`src/rtl/axi_lite_regfile.sv`:
```
// axi_lite_regfile
//   Parametrised AXI4-Lite slave register file.
//   - NUM_REGS registers of C_S_AXI_DATA_WIDTH bits each.
//   - RO_MASK bit i makes register i read-only. Reads of a read-only register
//     return the matching sts_i slice, and writes to it answer SLVERR.
//   - Accesses beyond NUM_REGS answer DECERR.
//   - AW and W are captured independently in one-entry holding registers.
//
// Ports
//   s_axi_aclk, s_axi_aresetn      clock, asynchronous active-low reset
//   s_axi_aw*/w*/b*                AXI4-Lite write address / data / response
//   s_axi_ar*/r*                   AXI4-Lite read address / data
//   ctrl_o                         RW register contents, slice i = register i
//   sts_i                          status inputs for RO registers, slice i = register i
//   wr_pulse_o                     one cycle high with the new ctrl_o value after a write commit
//   rd_pulse_o                     one cycle high after a read of register i is accepted
module axi_lite_regfile #(
    parameter int unsigned          C_S_AXI_DATA_WIDTH = 32,
    parameter int unsigned          C_S_AXI_ADDR_WIDTH = 6,
    parameter int unsigned          NUM_REGS           = 8,
    parameter logic [NUM_REGS-1:0]  RO_MASK            = '0
) (
    input  logic                                   s_axi_aclk,
    input  logic                                   s_axi_aresetn,
    input  logic [C_S_AXI_ADDR_WIDTH-1:0]          s_axi_awaddr,
    input  logic [2:0]                             s_axi_awprot,
    input  logic                                   s_axi_awvalid,
    output logic                                   s_axi_awready,
    input  logic [C_S_AXI_DATA_WIDTH-1:0]          s_axi_wdata,
    input  logic [C_S_AXI_DATA_WIDTH/8-1:0]        s_axi_wstrb,
    input  logic                                   s_axi_wvalid,
    output logic                                   s_axi_wready,
    output logic [1:0]                             s_axi_bresp,
    output logic                                   s_axi_bvalid,
    input  logic                                   s_axi_bready,
    input  logic [C_S_AXI_ADDR_WIDTH-1:0]          s_axi_araddr,
    input  logic [2:0]                             s_axi_arprot,
    input  logic                                   s_axi_arvalid,
    output logic                                   s_axi_arready,
    output logic [C_S_AXI_DATA_WIDTH-1:0]          s_axi_rdata,
    output logic [1:0]                             s_axi_rresp,
    output logic                                   s_axi_rvalid,
    input  logic                                   s_axi_rready,
    output logic [NUM_REGS*C_S_AXI_DATA_WIDTH-1:0] ctrl_o,
    input  logic [NUM_REGS*C_S_AXI_DATA_WIDTH-1:0] sts_i,
    output logic [NUM_REGS-1:0]                    wr_pulse_o,
    output logic [NUM_REGS-1:0]                    rd_pulse_o
);

    localparam int unsigned DW       = C_S_AXI_DATA_WIDTH;
    localparam int unsigned STRB_W   = DW / 8;
    localparam int unsigned ADDR_LSB = $clog2(STRB_W);
    localparam int unsigned IDX_W    = C_S_AXI_ADDR_WIDTH - ADDR_LSB;
    localparam int unsigned SEL_W    = (NUM_REGS > 1) ? $clog2(NUM_REGS) : 1;

    typedef enum logic [1:0] {
        RESP_OKAY   = 2'b00,
        RESP_EXOKAY = 2'b01,
        RESP_SLVERR = 2'b10,
        RESP_DECERR = 2'b11
    } resp_e;

    // Write-side holding registers
    logic              aw_full;
    logic [IDX_W-1:0]  aw_idx_q;
    logic              w_full;
    logic [DW-1:0]     w_data_q;
    logic [STRB_W-1:0] w_strb_q;
    logic              bvalid_q;
    resp_e             bresp_q;
    logic [NUM_REGS-1:0] wr_pulse_q;

    // Read side
    logic              rvalid_q;
    logic [DW-1:0]     rdata_q;
    resp_e             rresp_q;
    logic [NUM_REGS-1:0] rd_pulse_q;

    logic [NUM_REGS*DW-1:0] ctrl_q;

    logic aw_hs, w_hs, ar_hs, commit;
    logic aw_in_range, ar_in_range, ro_hit;
    logic [IDX_W-1:0]    ar_idx;
    logic [NUM_REGS-1:0] aw_dec, wr_sel, rd_sel;
    logic [DW-1:0]       rd_val [NUM_REGS];
    logic [DW-1:0]       rd_mux;

    assign s_axi_awready = !aw_full;
    assign s_axi_wready  = !w_full;
    assign s_axi_arready = !rvalid_q;
    assign s_axi_bvalid  = bvalid_q;
    assign s_axi_bresp   = bresp_q;
    assign s_axi_rvalid  = rvalid_q;
    assign s_axi_rdata   = rdata_q;
    assign s_axi_rresp   = rresp_q;
    assign ctrl_o        = ctrl_q;
    assign wr_pulse_o    = wr_pulse_q;
    assign rd_pulse_o    = rd_pulse_q;

    assign aw_hs  = s_axi_awvalid && !aw_full;
    assign w_hs   = s_axi_wvalid && !w_full;
    assign ar_hs  = s_axi_arvalid && !rvalid_q;
    // A pending response blocks the next commit, while holding registers may still refill.
    assign commit = aw_full && w_full && !bvalid_q;

    assign ar_idx      = s_axi_araddr[ADDR_LSB +: IDX_W];
    assign aw_in_range = (32'(aw_idx_q) < NUM_REGS);
    assign ar_in_range = (32'(ar_idx) < NUM_REGS);
    assign wr_sel      = aw_dec & ~RO_MASK;
    assign ro_hit      = |(aw_dec & RO_MASK);

    // Sink for inputs that the design intentionally ignores
    logic unused_inputs;
    assign unused_inputs = ^{s_axi_awprot, s_axi_arprot,
                             s_axi_awaddr[ADDR_LSB-1:0], s_axi_araddr[ADDR_LSB-1:0], sts_i};

    for (genvar g = 0; g < NUM_REGS; g++) begin : g_reg
        assign aw_dec[g] = (aw_idx_q == IDX_W'(g));
        assign rd_sel[g] = (ar_idx == IDX_W'(g));
        assign rd_val[g] = RO_MASK[g] ? sts_i[g*DW +: DW] : ctrl_q[g*DW +: DW];

        for (genvar b = 0; b < STRB_W; b++) begin : g_byte
            always_ff @(posedge s_axi_aclk or negedge s_axi_aresetn) begin
                if (!s_axi_aresetn) begin
                    ctrl_q[g*DW + b*8 +: 8] <= '0;
                end else if (commit && wr_sel[g] && w_strb_q[b]) begin
                    ctrl_q[g*DW + b*8 +: 8] <= w_data_q[b*8 +: 8];
                end
            end
        end
    end

    always_comb begin
        rd_mux = '0;
        if (ar_in_range) begin
            rd_mux = rd_val[ar_idx[SEL_W-1:0]];
        end
    end

    always_ff @(posedge s_axi_aclk or negedge s_axi_aresetn) begin
        if (!s_axi_aresetn) begin
            aw_full    <= 1'b0;
            aw_idx_q   <= '0;
            w_full     <= 1'b0;
            w_data_q   <= '0;
            w_strb_q   <= '0;
            bvalid_q   <= 1'b0;
            bresp_q    <= RESP_OKAY;
            wr_pulse_q <= '0;
        end else begin
            wr_pulse_q <= '0;

            if (commit) begin
                aw_full <= 1'b0;
            end else if (aw_hs) begin
                aw_full  <= 1'b1;
                aw_idx_q <= s_axi_awaddr[ADDR_LSB +: IDX_W];
            end

            if (commit) begin
                w_full <= 1'b0;
            end else if (w_hs) begin
                w_full   <= 1'b1;
                w_data_q <= s_axi_wdata;
                w_strb_q <= s_axi_wstrb;
            end

            if (commit) begin
                bvalid_q <= 1'b1;
                if (!aw_in_range) begin
                    bresp_q <= RESP_DECERR;
                end else if (ro_hit) begin
                    bresp_q <= RESP_SLVERR;
                end else begin
                    bresp_q    <= RESP_OKAY;
                    wr_pulse_q <= wr_sel;
                end
            end else if (s_axi_bready) begin
                bvalid_q <= 1'b0;
            end
        end
    end

    always_ff @(posedge s_axi_aclk or negedge s_axi_aresetn) begin
        if (!s_axi_aresetn) begin
            rvalid_q   <= 1'b0;
            rdata_q    <= '0;
            rresp_q    <= RESP_OKAY;
            rd_pulse_q <= '0;
        end else begin
            rd_pulse_q <= '0;
            if (ar_hs) begin
                rvalid_q <= 1'b1;
                rdata_q  <= rd_mux;
                if (ar_in_range) begin
                    rresp_q    <= RESP_OKAY;
                    rd_pulse_q <= rd_sel;
                end else begin
                    rresp_q <= RESP_DECERR;
                end
            end else if (s_axi_rready) begin
                rvalid_q <= 1'b0;
            end
        end
    end

endmodule

```
`config.mk`:
```
export PLATFORM = sky130hd
export DESIGN_NAME = axi_lite_regfile
export DESIGN_NICKNAME = d
export VERILOG_FILES = /design/src/rtl/axi_lite_regfile.sv
export SDC_FILE = /design/constraint.sdc
export NUM_CORES = 1
export LEC_CHECK = 0
export CAP_MARGIN = 30
export CORE_MARGIN = 5
export CORE_UTILIZATION = 24
export DETAILED_ROUTE_END_ITERATION = 6
export HOLD_SLACK_MARGIN = 0.15
export PLACE_DENSITY_LB_ADDON = 0.3
export SYNTH_ARGS = -nofsm -noshare
export SYNTH_HDL_FRONTEND = slang
export SYNTH_SLANG_ARGS = --single-unit
export TNS_END_PERCENT = 30
```
`constraint.sdc`:
```
create_clock -name s_axi_aclk -period 2.4 [get_ports s_axi_aclk]
set_input_delay 0.72 -clock s_axi_aclk [delete_from_list [all_inputs] [get_ports s_axi_aclk]]
set_output_delay 0.72 -clock s_axi_aclk [all_outputs]
set_load 0.02 [all_outputs]
```
* Word level (Yosys, flattened, before mapping)
Index checks and enable logic that the tools add are counted.
Storage, ports and cells: bits in registers 352, input bits 317, output and inout port bits 313, word-level logic and storage cells 138
Cells by class: $lt $le $gt $ge 3, eq/ne operators 14, multiplexer cells 18, bitwise operators 2, reduce and logical (&&, ||, !) cells 57
Operators with widths (count):
- $bmux 32 s3 | 1
- $mux 32 | 3
- $logic_and 1x1->1 | 45
- $eq 4x3->1 const B | 8
- $mux 8 | 4
- $eq 4x2->1 const B | 4
- $eq 4x1->1 const B | 2
- $logic_not 4->1 | 2
- $lt 4x4->1 const B | 2
- $mux 1 | 8
- $reduce_bool 2->1 | 4
- $ge 4x4->1 const B | 1
- $logic_not 1->1 | 4
- $mux 2 | 2
- $not 3->4 | 1
- $reduce_and 2->1 | 2
- $not 1->1 | 1

* Depth between registers and ports, before layout
Gate-level depths: netlist of run 1.
word-level depth 5, mapped depth 6, gate-level depth less buffers 3

* Worst setup path before layout of run 1
No wires, ideal clock.
path kind in2reg, start input port s_axi_araddr[3], end register rdata_q[25] (netlist: s_axi_rdata[25]), setup time 0.122 ns, arrival time 1.879 ns, data required time 2.278 ns, path slack 0.399 ns, stages 6, path buffers 3, path through buf_2 buf_2 buf_2 mux2i_1 a22oi_1 a32o_1
On the way: cells in the longest elaborated chain, start to end 5, elaborated cells between the ends (all ways) 6, those cells by class order compare (1); mux (4); bitwise (1)
RTL lines:
- start: declaration | RTL line 36 | input logic [C_S_AXI_ADDR_WIDTH-1:0] s_axi_araddr,
- $not 3->4 (implied by the code) | RTL line 136 | rd_mux = rd_val[ar_idx[SEL_W-1:0]];
- $bmux 32 s3 | RTL line 136
- $mux 32 (implied by the code) (2 in a row) | RTL line 136
- $mux 32 (*) | RTL line 135 | if (ar_in_range) begin
- end signal: assignment | RTL line 194 | rdata_q <= rd_mux;
- end: declaration | RTL line 75 | logic [DW-1:0] rdata_q;
Mark *: on every way between the ends. The rest lies on a longest branch, timed or not. The select of a mux whose other input is x is not followed. A chain may end at the register's enable or synchronous reset.

* Final worst setup path of run 1
start register ctrl_q[183] (netlist: ctrl_o[183]), end output port ctrl_o[183]
RTL lines:
- start: declaration | RTL line 79 | logic [NUM_REGS*DW-1:0] ctrl_q;
- start signal: indexed assignment | RTL line 127 | ctrl_q[g*DW + b*8 +: 8] <= w_data_q[b*8 +: 8];
- end: declaration | RTL line 44 | output logic [NUM_REGS*C_S_AXI_DATA_WIDTH-1:0] ctrl_o,
No word-level cell between the ends.

==> results of run 1 <==
per-stage QoR:
stage / hold slack, ps / cells
finish: 489.9 / 2328
detailed placement: 480.7 / 2247
global route: 510.2 / 2325
global placement: 478.6 / 2247
CTS: 493.8 / 2324
floorplan: 424.4 / 1020
placed cells by master, fill, tap and decap left out, types with 4 or more instances in the layout:
cell type,count
nor3_4,16
nand3_2,16
nand2_1,4
buf_4,53
a32o_1,32
mux2i_1,128
nor3b_2,4
nor3_1,6
nand3b_1,4
and3b_1,4
clkbuf_16,43
dfrtp_1,349
clkbuf_8,15
a22oi_1,64
mux2_2,294
clkdlybuf4s50_1,350
dlygate4sd2_1,8
inv_1,4
bufinv_16,4
mux2_1,4
buf_12,22
clkbuf_1,9
diode_2,4
timing repair:
item / 4_1_cts / 5_1_grt
hold buffers: 1 / 0
setup endpoints to repair: 8 / 3
resized for setup: 8 / 3
hold endpoints to repair: 30 / 0
flip-flops by register name, summed over array words and instances, names as in the netlist:
signal and count:
ctrl_o 256, s_axi_rdata 32, w_data_q 32, rd_pulse_o 8
wr_pulse_o 8, aw_idx_q 4, w_strb_q 4, aw_full 1
s_axi_bresp 1, s_axi_bvalid 1, s_axi_rresp 1, s_axi_rvalid 1
w_full 1
path summary, 6_finish.rpt:
check / start / depth (start not counted) / slack, ps / end
max in group asynchronous: s_axi_aresetn / 3 / 980 / ctrl_o[253]$_DFFE_PN0P_
min in group asynchronous: s_axi_aresetn / 2 / 660 / ctrl_o[74]$_DFFE_PN0P_
worst min register to register: s_axi_rdata[9]$_DFFE_PN0P_ / 1 / 490 / s_axi_rdata[9]$_DFFE_PN0P_
worst max-delay path: ctrl_o[183]$_DFFE_PN0P_ / 1 / 70 / ctrl_o[183]
worst max register to register: aw_idx_q[2]$_DFFE_PN0P_ / 4 / 340 / ctrl_o[86]$_DFFE_PN0P_
worst min-delay path: s_axi_rdata[9]$_DFFE_PN0P_ / 1 / 490 / s_axi_rdata[9]$_DFFE_PN0P_
cell families after synthesis:
| family | Yosys count | share of synthesized area |
|---|---|---|
| muxes | 426 | 0.3032 |
| DFF | 350 | 0.5726 |
| AOI/OAI and AO/OA | 100 | 0.05399 |
| and+or+nand+nor | 83 | 0.05129 |
| buffers and inverters | 61 | 0.01890 |
per-layer routing:
| layer | vias to the layer above | wire (um) | share of wire | global-route usage |
|---|---|---|---|---|
| met3 | 93 | 2732 | 0.052 | 0.03670 |
| met5 | - | 42 | 0.00080 | 0 |
| li1 | 4714 | - | - | - |
| met1 | 5481 | 22710 | 0.43 | 0.1916 |
| met4 | 6 | 1471 | 0.028 | 0.04211 |
| met2 | 278 | 25850 | 0.49 | 0.2520 |
cell type report:
cell class	instances	area [um^2]
antenna	4	10.01
tap	846	1059
clock buffer	66	1303
inverter	4	15.01
clock inverter	10	162.7
multi-input combinational	609	6286
fill	6233	41000
timing repair buffer	439	4488
sequential	350	8760
where the power goes:
group	switching (mW)	internal, mW	total (mW)
registers	2.62	8.10	10.7
logic	5.27	5.73	11.0
clock network	2.54	4.15	6.69
total	10.4	18.0	28.4
==> metrics.csv, run 1 <==
stage,metric,value,unit
run_status,outcome,"complete, no violations",
routing,Initial DRC Count,428,
setup_path,Critical Path End Type,primary output,
layout,share of cells above drive strength 1,0.3275,
clock_tree,CTS tree,done,
setup_path,cell chain of the critical path,clkdlybuf4s50_1,
global_routing,largest net degree at the start of global routing,80,
setup_path,crit-path max FO,3,
timing,count of pins over their slew limit,0,
global_routing,GRT Residual Overflow,0,
synth,syn nets,1337,
clock_tree,CTS max path bufs,3,
floorplanning,die width,262.4,um
layout,area grow syn2layout,44.38,%
pwr,P per Cell Area,1287,mW/mm^2
global_routing,Tot GR Track Use,0.1493,
global_routing,first-pass GRT wire length,79250,um
synth,Post-synth top flop,dfrtp_1,
routing,DRC violations left,0,
setup_path,Critical Path AT,1610,ps
routing,antenna-violating nets left,0,
synth,most instantiated cells after synthesis,"dfrtp_1 (350), mux2_2 (294), mux2i_1 (128)",
setup_path,Crit path max-delay family,buffers and inverters,
routing,drt wl/cell,22.68,um
layout,Nets,1763,
pwr,Final Power,28.42,mW
timing,clock skew after layout,16.03,ps
timing,final worst path period need,2327,ps
setup_path,critical path startpoint category,flip-flop,
floorplanning,starting density of the core,0.2425,
setup_path,CP max stage cell,clkdlybuf4s50_1,
routing,1st-pass router iterations,4,
timing,fin worst setup slack,73.19,ps
timing,worst slew pin tran,696.9,ps
timing,setup_tns,0,ps
synth,distinct cell type count after synthesis,34,
timing,RSZ-0062 raised after global routing,false,
synth,"count leader, synth",dfrtp_1,
setup_path,worst endpoint required time,1680,ps
pwr,Max VDD drop,594.5,uV
timing,f_max,429.8,MHz
synth,Yosys reg bits,350,
timing,Final Hold Viols,0,
layout,"Design Area, Final",0.02208,mm^2
place,gp weighted congestion,0.7544,
pwr,Leak,9.842,nW
clock_tree,clk_lat worst skew,550,ps
place,Port Buffers,363,
min_path,worst hold path class,flip-flop to flip-flop,
floorplanning,die outline area,0.06888,mm^2
synth,Post-synth EDFFs,0,
routing,routed via count,10570,
clock_tree,Root Buffer,clkbuf_16,
floorplanning,IO Count,630,
synth,synth warn,0,
setup_path,critical path class,flip-flop to primary output,
place,Post-DP Area,0.02060,mm^2
clock_tree,total CTS buffers,42,
place,post-DP HPWL,38140,um
place,post-place setup slack,48.31,ps
routing,Routed Wire Length,52810,um
routing,post-DR vias/cell,4.541,
synth,Mapped Cells,1020,
floorplanning,Site Rows,92,
synth,top cell type's share of synthesized area,0.5726,
timing,setup violators final,0,
floorplanning,chip height,262.4,um
clock_tree,# H-tree levels,2,
synth,post-synth top area cell,dfrtp_1,
setup_path,number of buffers and inverters on the critical path,1,
synth,"Avg Cell Area, Syn",14.99,um^2
clock_tree,Worst-path clk slew,60,ps
synth,Area contributors post-synth,"dfrtp_1 (57%), mux2_2 (22%), mux2i_1 (8.4%), a22oi_1 (3.1%), a32o_1 (2.1%)",
synth,asr flop ratio synth,1.000,
layout,Post-Route Utilization,0.3501,
synth,post-synthesis sequential area ratio,0.5726,
synth,synthesized area,0.01529,mm^2
global_routing,number of antenna violations at the first check in global routing,6,
setup_path,CP max stage delay,630,ps
job,# Max-Cap Violations,0,
clock_tree,clk sinks,350,
floorplanning,Core Box Area,0.06308,mm^2
timing,Final Cycle Share,0.9695,
global_routing,number of global-route vias before repair,11520,
timing,Max-Slew Margin vs Limit,0.5354,
clock_tree,Post-CTS Setup Inserts,0,
No activity file was read; power rests on OpenSTA's default activity.
==> inputs of run 2 (changes only) <==
ABC_CLOCK_PERIOD_IN_PS = 2400   (was not set)
CAP_MARGIN = not set   (was 30)
==> results of run 2 <==
The final DEF is identical to that of run 1; final timing and power are the same.
